===== config.mk =====
export PLATFORM = sky130hd
export DESIGN_NAME = sync_fifo_ctrl
export DESIGN_NICKNAME = d
export VERILOG_FILES = /design/src/rtl/sync_fifo_ctrl.sv
export SDC_FILE = /design/constraint.sdc
export NUM_CORES = 1
export LEC_CHECK = 0
export BUFFER_PORTS_ARGS = -buffer_cell sky130_fd_sc_hd__buf_2
export CORE_UTILIZATION = 64
export DETAILED_ROUTE_END_ITERATION = 8
export PLACE_DENSITY = 0.84
export SLEW_MARGIN = 10
export SYNTH_ARGS = -nofsm -noshare
export SYNTH_HDL_FRONTEND = slang
export SYNTH_SLANG_ARGS = --single-unit

===== constraint.sdc =====
create_clock -name i_clk -period 4.58 [get_ports i_clk]
set_input_delay 0.229 -clock i_clk [delete_from_list [all_inputs] [get_ports i_clk]]
set_output_delay 0.229 -clock i_clk [all_outputs]
set_load 0.005 [all_outputs]

===== src/rtl/sync_fifo_ctrl.sv =====
`default_nettype none
// ============================================================================
// Module      : sync_fifo_ctrl
// Description : Single-clock FIFO with register-array storage, occupancy
//               count, almost-full/almost-empty thresholds, sticky
//               overflow/underflow flags, synchronous flush and a selectable
//               standard or first-word-fall-through read port.
// Revision    : 1.0 - initial release
// ============================================================================
module sync_fifo_ctrl #(
    parameter int DATA_WIDTH    = 8,
    parameter int PTR_WIDTH     = 4,
    parameter int AFULL_THRESH  = (1 << PTR_WIDTH) - 4,
    parameter int AEMPTY_THRESH = 2,
    parameter bit FWFT          = 1'b0
) (
    input  logic                  i_clk,
    input  logic                  i_rst,
    input  logic                  i_flush,
    input  logic                  i_clr_err,
    input  logic                  i_wen,
    input  logic [DATA_WIDTH-1:0] i_din,
    input  logic                  i_ren,
    output logic [DATA_WIDTH-1:0] o_dout,
    output logic [PTR_WIDTH-1:0]  o_wptr,
    output logic [PTR_WIDTH-1:0]  o_rptr,
    output logic [PTR_WIDTH:0]    o_count,
    output logic                  o_full,
    output logic                  o_empty,
    output logic                  o_afull,
    output logic                  o_aempty,
    output logic                  o_ovf,
    output logic                  o_udf
);

    localparam int                 c_depth      = 1 << PTR_WIDTH;
    localparam logic [PTR_WIDTH:0] c_depth_cnt  = (PTR_WIDTH + 1)'(c_depth);
    localparam logic [PTR_WIDTH:0] c_afull_cnt  = (PTR_WIDTH + 1)'(AFULL_THRESH);
    localparam logic [PTR_WIDTH:0] c_aempty_cnt = (PTR_WIDTH + 1)'(AEMPTY_THRESH);

    logic [DATA_WIDTH-1:0] r_mem [0:c_depth-1];
    logic [PTR_WIDTH-1:0]  r_wptr;
    logic [PTR_WIDTH-1:0]  r_rptr;
    logic [PTR_WIDTH:0]    r_count;
    logic                  r_ovf;
    logic                  r_udf;

    logic                  w_full;
    logic                  w_empty;
    logic                  w_wacc;
    logic                  w_racc;

    // Full and empty come from the count, since the pointers match in both cases.
    assign w_full  = (r_count == c_depth_cnt);
    assign w_empty = (r_count == '0);

    // Acceptance looks only at the flags from before the edge, so a read
    // cannot make room for a write in the same cycle, and the reverse holds too.
    assign w_wacc  = i_wen & ~w_full;
    assign w_racc  = i_ren & ~w_empty;

    // Pointers, occupancy and sticky error flags. Flush clears pointers and
    // count, ignores same-cycle requests and leaves the error flags alone.
    always_ff @(posedge i_clk) begin
        if (i_rst) begin
            r_wptr  <= '0;
            r_rptr  <= '0;
            r_count <= '0;
            r_ovf   <= 1'b0;
            r_udf   <= 1'b0;
        end else if (i_flush) begin
            r_wptr  <= '0;
            r_rptr  <= '0;
            r_count <= '0;
        end else begin
            if (w_wacc) begin
                r_wptr <= r_wptr + 1'b1;
            end
            if (w_racc) begin
                r_rptr <= r_rptr + 1'b1;
            end
            case ({w_wacc, w_racc})
                2'b10:   r_count <= r_count + 1'b1;
                2'b01:   r_count <= r_count - 1'b1;
                default: r_count <= r_count;
            endcase
            // A new error event takes priority over a clear in the same cycle.
            if (i_wen & w_full) begin
                r_ovf <= 1'b1;
            end else if (i_clr_err) begin
                r_ovf <= 1'b0;
            end
            if (i_ren & w_empty) begin
                r_udf <= 1'b1;
            end else if (i_clr_err) begin
                r_udf <= 1'b0;
            end
        end
    end

    // Storage write; the array is never cleared, only the pointers are.
    always_ff @(posedge i_clk) begin
        if (w_wacc && !i_rst && !i_flush) begin
            r_mem[r_wptr] <= i_din;
        end
    end

    generate
        if (FWFT) begin : g_fwft
            // The head word is shown directly; it is meaningless while empty.
            assign o_dout = r_mem[r_rptr];
        end else begin : g_std
            logic [DATA_WIDTH-1:0] r_dout;

            // Registered read port: loads on an accepted read, holds otherwise.
            always_ff @(posedge i_clk) begin
                if (i_rst) begin
                    r_dout <= '0;
                end else if (!i_flush && w_racc) begin
                    r_dout <= r_mem[r_rptr];
                end
            end

            assign o_dout = r_dout;
        end
    endgenerate

    assign o_wptr   = r_wptr;
    assign o_rptr   = r_rptr;
    assign o_count  = r_count;
    assign o_full   = w_full;
    assign o_empty  = w_empty;
    assign o_afull  = (r_count >= c_afull_cnt);
    assign o_aempty = (r_count <= c_aempty_cnt);
    assign o_ovf    = r_ovf;
    assign o_udf    = r_udf;

endmodule
`default_nettype wire


==> reports/metrics.yaml, run 1 <==
outcome:
  run_status: "complete, no violations"
drt:
  vias: 3236
  wirelength_um: 12040
  firstDrtPassIters: 6
  drt_iter0_drc: 259
  viasPerCell: 6.049
  post_drt_wl_per_cell_um: 22.51
  ant_nets: 0
  drc: 0
pwr:
  p_leak_uw: 0.002364
  finalPower_uw: 2948
  powerDensity_nw_per_um2: 421.7
  vdd_drop_max_mv: 0.2703
synthesis:
  netlist_area_um2: 6138
  syn_inst: 349
  synthesis.nets: 371
  yosysWarnings: 0
  yosysSeqAreaShare_pct: 70.12
  synth_common_cells: "edfxtp_1, nor2_1, mux4_2"
  synth_top_area_share_pct: 62.62
  synth-main-ff-cell: "edfxtp_1"
  synth_edf_count: 128
  ys_ff_latch: 151
  yosysMostFrequentCell: "edfxtp_1"
  ys_types: 44
  synth_area_leaders: "edfxtp_1, mux4_2, dfxtp_1"
  synth_top_area_cell: "edfxtp_1"
  synth.avg_cell_area_um2: 17.59
  synthArstFlopShare_pct: 0
timing:
  min_period_ns: 2.888
  slew_viol_final: 0
  final-setup-viol-count: 0
  setup_slack_ns: 1.692
  rsz0062_at_grt: "false"
  relSlewSlack_pct: 25.44
  timing.final.crit_share_pct: 63.07
  holdWs_ns: 0.01299
  finClkSkew_ns: 0.007165
  finalHoldViolCount: 0
  tns_ns: 0
  tightest_slew_ns: 1.114
  fmax_mhz: 346.2
clocking:
  cts.sinks: 151
  cts_buffers: 17
  cts_max_level: 4
  post_cts_buffers: 0
  cts_resized: 0
  cts.reportedPaths.clkPinSlew_ns: 0.07
  root_buffer: "clkbuf_8"
  max-clock-path-buffers: 2
  cts_tree: "built"
  clk_latency_ns: 0.52
placement:
  hpwl_um: 7114
  port_buffers: 40
  dp_slack_ns: 1.750
  gp_congestion: 0.8215
setup_path:
  start_kind: "flip-flop"
  cp_slowest_stage_delay_ns: 0.65
  path_buf_inv: 1
  worstSetupPathType: "reg -> reg"
  worst_ep_required_time_ns: 5.03
  end_kind: "flip-flop"
  critPathArrivalTime_ns: 3.34
  cp_max_fo: 11
  slowest_stage: "or4_4"
  cp_top_family: "simple AND/OR/NAND/NOR gates"
  path_cells: "or4_4, o21ai_2, inv_1, ha_1, xor2_1, ha_1, a21oi_1, xor2_1, or3_1, a21oi_1"
floorplan:
  dieWidth_um: 99.94
  die_h_um: 99.94
  rows: 35
  core_um2: 9284
  die_area_um2: 9987
  io_pins: 41
  start_util_pct: 66.12
grt:
  first_global_vias: 3291
  antenna_found_initial: 0
  grt_pass1_wl_um: 18590
  globalRouteTotalUtil_pct: 26.45
  overflow: 0
  grt_max_degree: 36
finish:
  diodes: 0
  fill_cells: 545
  area_delta_synth_final_pct: 13.88
  finalNetCount: 415
  drive_gt1_share_pct: 29.56
run:
  max_cap_violations: 0
hold_path:
  hold_class: "in -> reg"
## tightest hold or removal path, stage by stage
cell      delay (ns)
buf_2           0.07
nand2b_1        0.06
nand2_1         0.07
a21oi_1         0.05
## final cells by class
type                            instances  area [um^2]  area share, %
Sequential cell                       151         4305          61.59
Multi-Input combinational cell        172         1693          24.22
Clock buffer                           17        414.1          5.924
Timing Repair Buffer                   44        232.7          3.329
Tap cell                              129        161.4          2.309
Clock inverter                         15        157.7          2.255
Inverter                                7        26.28         0.3759
## layer usage
metal | track usage, % | part of all wire [%]
met5 | 0 | 0
met4 | 11.43 | 1.8
met3 | 5.989 | 6.3
met1 | 37.89 | 42
met2 | 39.79 | 50
## state kept, by name (all words and copies together), names as in the netlist
| signal | flops |
|---|---|
| r_mem | 128 |
| o_dout | 8 |
| o_count | 5 |
| o_rptr | 4 |
| o_wptr | 4 |
| o_ovf | 1 |
| o_udf | 1 |
## cells in the final DEF (no fill, tap or decap), types with 3 or more instances in the layout
cell	synthesis	final
inv_8	0	3
mux2_2	8	8
a21oi_1	5	5
mux4_2	32	32
edfxtp_1	128	128
xor2_1	7	7
clkbuf_16	0	16
inv_6	0	6
o21ai_0	3	3
mux2i_1	12	12
nand3_1	4	4
nand2_1	12	12
dfxtp_1	23	22
nor2_1	40	40
a221o_1	8	8
ha_1	8	8
buf_4	2	3
inv_1	7	7
buf_2	5	40
## logic make-up after synthesis
group | Yosys count | share of synthesized area [%]
flip-flops | 151 | 70.12
AND/OR/NAND/NOR | 73 | 5.422
multiplexers | 52 | 15.17
AO/OA/AOI/OAI | 30 | 4.077
buffers and inverters | 26 | 2.303
XOR/XNOR | 9 | 1.284
adder cells (fa/ha/maj) | 8 | 1.631
## what timing repair did
action / 4_1_cts / 5_1_grt
endpoints found under the hold margin: 2 / 0
hold buffers: 1 / 0
setup endpoints to repair: 0 / 0
## final timing paths
kind              cells past startpoint  slack, ns  startpoint    endpoint
setup reg to reg                     10       1.69  o_count[1]  o_count[2]
setup / recovery                     10       1.69  o_count[1]  o_count[2]
hold / removal                        4       0.01   i_clr_err       o_ovf
hold reg to reg                       2       0.46       o_ovf       o_ovf
## metrics by stage
step           utilization [%]  std cells  instance area (um^2)
6_report                 75.30        535                  6990
4_1_cts                  75.30        535                  6990
3_5_place_dp             69.03        502                  6409
5_1_grt                  75.30        535                  6990
2_1_floorplan                -        349                  6138
3_3_place_gp             69.03        502                  6409
## power breakdown
part,switching [uW],internal (uW)
Sequential,9.57,1500
Clock,599,744
Combinational,60.6,38.0
Total,669,2280
(Power assumes the default switching activity.)
==> inputs of run 2 (changes only) <==
--- a/config.mk
+++ b/config.mk
@@ -6,9 +6,9 @@
 export NUM_CORES = 1
 export LEC_CHECK = 0
 export BUFFER_PORTS_ARGS = -buffer_cell sky130_fd_sc_hd__buf_2
-export CORE_UTILIZATION = 64
+export CORE_UTILIZATION = 60
 export DETAILED_ROUTE_END_ITERATION = 8
-export PLACE_DENSITY = 0.84
+export PLACE_DENSITY = 0.79
 export SLEW_MARGIN = 10
 export SYNTH_ARGS = -nofsm -noshare
 export SYNTH_HDL_FRONTEND = slang
==> constraint.sdc (replaced) <==
create_clock -name i_clk -period 2.78 [get_ports i_clk]
set_input_delay 0.139 -clock i_clk [delete_from_list [all_inputs] [get_ports i_clk]]
set_output_delay 0.139 -clock i_clk [all_outputs]
set_load 0.005 [all_outputs]
==> run 2 against run 1 <==
Compared with the run above: sequential cell count stayed put; sequential power rose by 64%; non-clock buffer count is 34 higher; clock skew is 0.0014 ns higher; final cell count is 7.1% higher; die area rose by 6.5%; routed wire length grew 1.3%; worst hold slack lost 0.0020 ns; critical path depth did not move; count of clock-buffer cells in the layout is 4 higher; largest power group unchanged.
==> reports/metrics.yaml, run 2 (synthesis gave the netlist of run 1 again) <==
hold_path:
  worstHoldStart: "i_ren"  # was i_clr_err
  hold_class: "in -> reg"  # unchanged
drt:
  drc: 0  # unchanged
  viasPerCell: 5.942  # was 6.049
  post_drt_wl_per_cell_um: 21.28  # was 22.51 um
  firstDrtPassIters: 4  # was 6
  ant_nets: 0  # unchanged
  drt_iter0_drc: 248  # was 259
  wirelength_um: 12200  # was 12040 um
  vias: 3405  # was 3236
timing:
  rsz0062_at_grt: "false"  # unchanged
  relSlewSlack_pct: 65.53  # was 25.44%
  slew_viol_final: 0  # unchanged
  tns_ns: 0  # unchanged
  tightest_slew_ns: 0.5039  # was 1.114 ns
  fmax_mhz: 389.1  # was 346.2 MHz
  timing.final.crit_share_pct: 92.44  # was 63.07%
  finalHoldViolCount: 0  # unchanged
  finClkSkew_ns: 0.008601  # was 0.007165 ns
  min_period_ns: 2.570  # was 2.888 ns
  final-setup-viol-count: 0  # unchanged
clocking:
  clk_latency_ns: 0.53  # was 0.52 ns
  cts_buffers: 17  # unchanged
  cts_tree: "built"  # unchanged
  post_cts_buffers: 0  # unchanged
  root_buffer: "clkbuf_8"  # unchanged
  cts.sinks: 151  # unchanged
  cts_max_level: 4  # unchanged
  cts.reportedPaths.clkPinSlew_ns: 0.06  # was 0.07 ns
  max-clock-path-buffers: 2  # unchanged
floorplan:
  rows: 36  # was 35
  dieWidth_um: 103.1  # was 99.94 um
  die_area_um2: 10640  # was 9987 um^2
  die_h_um: 103.1  # was 99.94 um
  start_util_pct: 62.23  # was 66.12%
  io_pins: 41  # unchanged
  core_um2: 9864  # was 9284 um^2
setup_path:
  crit_path_start: "o_count[2]"  # was o_count[1]
  start_kind: "flip-flop"  # unchanged
  critPathArrivalTime_ns: 3.03  # was 3.34 ns
  cp_max_fo: 11  # unchanged
  worst_ep_required_time_ns: 3.24  # was 5.03 ns
  rr_startpoint: "o_count[2]"  # was o_count[1]
  worstSetupPathType: "reg -> reg"  # unchanged
  end_kind: "flip-flop"  # unchanged
finish:
  area_delta_synth_final_pct: 19.91  # was 13.88%
  layout_common_cells: "edfxtp_1, nor2_1, buf_2"  # unchanged
  fill_cells: 562  # was 545
  regMostFlops: "r_mem"  # unchanged
  utilization_pct: 74.62  # was 75.30%
  largest_reg_flops: 128  # unchanged
  drive_gt1_share_pct: 33.18  # was 29.56%
  finalNetCount: 449  # was 415
  final_common_cell: "edfxtp_1"  # unchanged
  diodes: 0  # unchanged
pwr:
  powerDensity_nw_per_um2: 678.8  # was 421.7 nW/um^2
  power_frac_clock_pct: 46.5  # was 45.6%
  p_leak_uw: 0.002548  # was 0.002364 uW
  vdd_drop_max_mv: 0.3909  # was 0.2703 mV
  p_switching_uw: 986.6  # was 669.4 uW
  pwr-share-comb_pct: 3.9  # was 3.3%
  switching_share_pct: 19.75  # was 22.71%
  power_frac_seq_pct: 49.6  # was 51.1%
  internal-power_uw: 4010  # was 2279 uW
grt:
  grt_max_degree: 28  # was 36
  globalRouteTotalUtil_pct: 25.71  # was 26.45%
  antenna_found_initial: 0  # unchanged
  grt_pass1_wl_um: 18690  # was 18590 um
  first_global_vias: 3462  # was 3291
  overflow: 0  # unchanged
run:
  max_cap_violations: 0  # unchanged
outcome:
  run_status: "complete, no violations"  # unchanged
placement:
  port_buffers: 40  # unchanged
  gp_congestion: 0.8205  # was 0.8215
  hpwl_um: 7582  # was 7114 um
==> run 2: changes by cell type in the layout (fill, tap and decap cells not counted), moves of 3 or more <==
cell	change
inv_8	-3
bufinv_16	+3
dlygate4sd3_1	+10
clkbuf_1	+4
buf_4	+22
inv_6	-5
==> run 2: final timing paths <==
kind | cells after the start | slack (ns) | to
hold reg to reg | 1 | 0.50 | o_dout[1]
hold / removal | 4 | 0.01 | o_rptr[0]
setup / recovery | 10 | 0.21 | o_count[2]
setup reg to reg | 10 | 0.21 | o_count[2]
==> run 2: layout make-up <==
cell class / count / area (um^2) / area share, %
well taps: 133 / 166.4 / 2.261
repair buffers: 78 / 538.0 / 7.309
multi-input cells: 172 / 1719 / 23.36
inverters: 7 / 26.28 / 0.3570
clock buffers: 21 / 429.2 / 5.830
flip-flops and latches: 151 / 4308 / 58.52
clock inverters: 11 / 173.9 / 2.363
==> run 2: power groups by stage <==
stage	clock (uW)	sequential [uW]	combinational, uW
after detailed placement	0	2530	174
after global routing	2460	2480	211
after global placement	0	2520	168
after floorplan	0	2520	103
final	2320	2480	193
after CTS	2360	2480	187
==> run 2: layer usage <==
metal,track usage [%],part of all wire [%]
met1,34.54,40
met2,40.87,51
met3,7.390,7.5
met4,8.667,1.4
met5,0,0
==> run 2: stage by stage <==
stage | hold WS, ns | instances | cell area, um^2 | setup slack, ns | total power [uW]
floorplan | 0.2081 | 349 | 6140 | 0.03712 | 2627
global placement | 0.3898 | 530 | 6620 | 0.2631 | 2692
detailed placement | 0.4058 | 530 | 6620 | 0.1862 | 2700
CTS | 0.007078 | 573 | 7333 | 0.1464 | 5026
global route | 0.01346 | 573 | 7361 | 0.004653 | 5152
finish | 0.01096 | 573 | 7361 | 0.2103 | 4997
==> run 2: worst max-delay path: stages, from the launching register on <==
cell and delay (ns):
dfxtp_1 0.41, or4_4 0.54, o21ai_4 0.19, inv_1 0.08, ha_1 0.21, xor2_1 0.16
ha_2 0.24, a21oi_1 0.06, xor2_1 0.16, or3_1 0.31, a21oi_1 0.14
==> run 2: repair_timing <==
action / CTS / global route
gates resized for setup: 0 / 6
setup endpoints to repair: 0 / 2
endpoints found under the hold margin: 130 / 0
hold buffers: 11 / 0
==> inputs of run 3 (changes only) <==
--- a/config.mk
+++ b/config.mk
@@ -6,6 +6,7 @@
 export NUM_CORES = 1
 export LEC_CHECK = 0
 export BUFFER_PORTS_ARGS = -buffer_cell sky130_fd_sc_hd__buf_2
+export CORE_MARGIN = 4
 export CORE_UTILIZATION = 60
 export DETAILED_ROUTE_END_ITERATION = 8
 export PLACE_DENSITY = 0.79
==> constraint.sdc (replaced) <==
create_clock -name i_clk -period 2.78 [get_ports i_clk]
set_input_delay 0.278 -clock i_clk [delete_from_list [all_inputs] [get_ports i_clk]]
set_output_delay 0.278 -clock i_clk [all_outputs]
set_load 0.005 [all_outputs]
==> run 3 against run 2 <==
Compared with the run above: first-iteration DRC count is 12% higher; clock skew is 0.00056 ns higher; final area is 1.9% lower; sequential share of layout area is 1.1 points higher; total power is 2.2% lower; critical path depth stayed put; largest power group unchanged; global-route usage is 3.0 points lower; non-clock buffer count is 7 lower; sequential power hardly changed; maximum frequency is 0.38% higher; count of clock-buffer cells in the layout is 1 lower; final cell count is 1.2% lower.
==> reports/metrics.yaml, run 3 (synthesis gave the netlist of run 1 again) <==
placement:
  dpl_cell_area_um2: 6630  # was 6620 um^2
  port_buffers: 40  # unchanged
  hpwl_um: 7495  # was 7582 um
  gp_congestion: 0.7954  # was 0.8205
floorplan:
  start_util_pct: 62.23  # unchanged
  dieWidth_um: 109.1  # was 103.1 um
  io_pins: 41  # unchanged
  die_area_um2: 11910  # was 10640 um^2
  die_h_um: 109.1  # was 103.1 um
  core_um2: 9864  # unchanged
  rows: 36  # unchanged
timing:
  final-setup-viol-count: 0  # unchanged
  slew_viol_final: 0  # unchanged
  relSlewSlack_pct: 18.19  # was 65.53%
  min_period_ns: 2.560  # was 2.570 ns
  tns_ns: 0  # unchanged
  rsz0062_at_grt: "false"  # unchanged
  tightest_slew_ns: 1.224  # was 0.5039 ns
  finalHoldViolCount: 0  # unchanged
  fmax_mhz: 390.6  # was 389.1 MHz
  timing.final.crit_share_pct: 92.09  # was 92.44%
  finClkSkew_ns: 0.009158  # was 0.008601 ns
finish:
  area_delta_synth_final_pct: 17.59  # was 19.91%
  finalNetCount: 442  # was 449
  diodes: 0  # unchanged
  drive_gt1_share_pct: 33.95  # was 33.18%
  regMostFlops: "r_mem"  # unchanged
  largest_reg_flops: 128  # unchanged
  fin_area_um2: 7218  # was 7361 um^2
  final_common_cell: "edfxtp_1"  # unchanged
  layout_common_cells: "edfxtp_1, nor2_1, buf_2"  # unchanged
grt:
  globalRouteTotalUtil_pct: 22.76  # was 25.71%
  antenna_found_initial: 0  # unchanged
  first_global_vias: 3332  # was 3462
  overflow: 0  # unchanged
  grt_pass1_wl_um: 19240  # was 18690 um
  grt_max_degree: 33  # was 28
drt:
  vias: 3318  # was 3405
  wirelength_um: 12220  # was 12200 um
  drt_iter0_drc: 278  # was 248
  viasPerCell: 5.862  # was 5.942
  drc: 0  # unchanged
  firstDrtPassIters: 4  # unchanged
  ant_nets: 0  # unchanged
  post_drt_wl_per_cell_um: 21.58  # was 21.28 um
outcome:
  run_status: "complete, no violations"  # unchanged
setup_path:
  critPathArrivalTime_ns: 3.00  # was 3.03 ns
  end_kind: "flip-flop"  # unchanged
  worstSetupPathType: "reg -> reg"  # unchanged
  start_kind: "flip-flop"  # unchanged
  worst_ep_required_time_ns: 3.22  # was 3.24 ns
  rrSetupSlack_ns: 0.22  # was 0.21 ns
  cp_max_fo: 8  # was 11
clocking:
  root_buffer: "clkbuf_8"  # unchanged
  cts.reportedPaths.clkPinSlew_ns: 0.07  # was 0.06 ns
  max-clock-path-buffers: 2  # unchanged
  cts_buffers: 17  # unchanged
  cts_resized: 0  # unchanged
  cts_tree: "built"  # unchanged
  clk_latency_ns: 0.52  # was 0.53 ns
  cts.sinks: 151  # unchanged
  cts_max_level: 4  # unchanged
hold_path:
  hold_class: "in -> reg"  # unchanged
run:
  max_cap_violations: 0  # unchanged
pwr:
  powerDensity_nw_per_um2: 676.7  # was 678.8 nW/um^2
  vdd_drop_max_mv: 0.3267  # was 0.3909 mV
  p_leak_uw: 0.002500  # was 0.002548 uW
[run 3: per-layer routing]
layer | track usage [%] | wire (um) | part of all wire [%] | vias up
met5 | 0 | 0 | 0 | -
met4 | 6.943 | 72 | 0.59 | 0
met3 | 5.388 | 637 | 5.2 | 6
met2 | 36.36 | 6216 | 51 | 94
met1 | 31.50 | 5291 | 43 | 1707
li1 | - | - | - | 1511
[run 3: area by class of cell]
cell class                 instances  area (um^2)
tap                              133        166.4
fill                             574         2646
timing repair buffer              71        447.9
clock inverter                    12        142.6
inverter                           7        26.28
multi-input combinational        172         1693
sequential                       151         4307
clock buffer                      20        435.4
[run 3: per-stage QoR]
| stage | total power, uW | cells | setup slack, ns | utilization, % | hold WS (ns) |
|---|---|---|---|---|---|
| 2_1_floorplan | 2627 | 349 | 0.03712 | - | 0.3471 |
| 3_3_place_gp | 2697 | 533 | 0.3565 | 67.21 | 0.4380 |
| 3_5_place_dp | 2704 | 533 | 0.2599 | 67.21 | 0.4498 |
| 4_1_cts | 4913 | 566 | 0.2306 | 73.17 | 0.05001 |
| 5_1_grt | 5047 | 566 | 0.003304 | 73.17 | 0.07659 |
| 6_report | 4884 | 566 | 0.2200 | 73.17 | 0.07105 |
[run 3: worst paths after layout]
path / from / endpoint / depth (start not counted)
max: o_count[0] / o_count[2] / 10
min: i_clr_err / o_ovf / 4
max reg2reg: o_count[0] / o_count[2] / 10
min reg2reg: o_ovf / o_ovf / 2
[run 3: power by group]
group / switching (uW) / internal (uW)
clock network: 907 / 1320
logic: 106 / 74.7
registers: 13.4 / 2470
total: 1030 / 3860
[run 3: repair_timing]
item | CTS | global route
buffers inserted | 0 | 0
endpoints found under the hold margin | 2 | 0
hold buffers | 1 | 0
[run 3: critical path: stages (launching register included)]
cell and delay, ns:
dfxtp_1 0.38, or4_4 0.57, o21ai_2 0.15, inv_1 0.08
ha_1 0.20, xor2_1 0.15, ha_1 0.22, a21oi_1 0.16
xor2_1 0.09, or3_1 0.32, a21oi_1 0.16
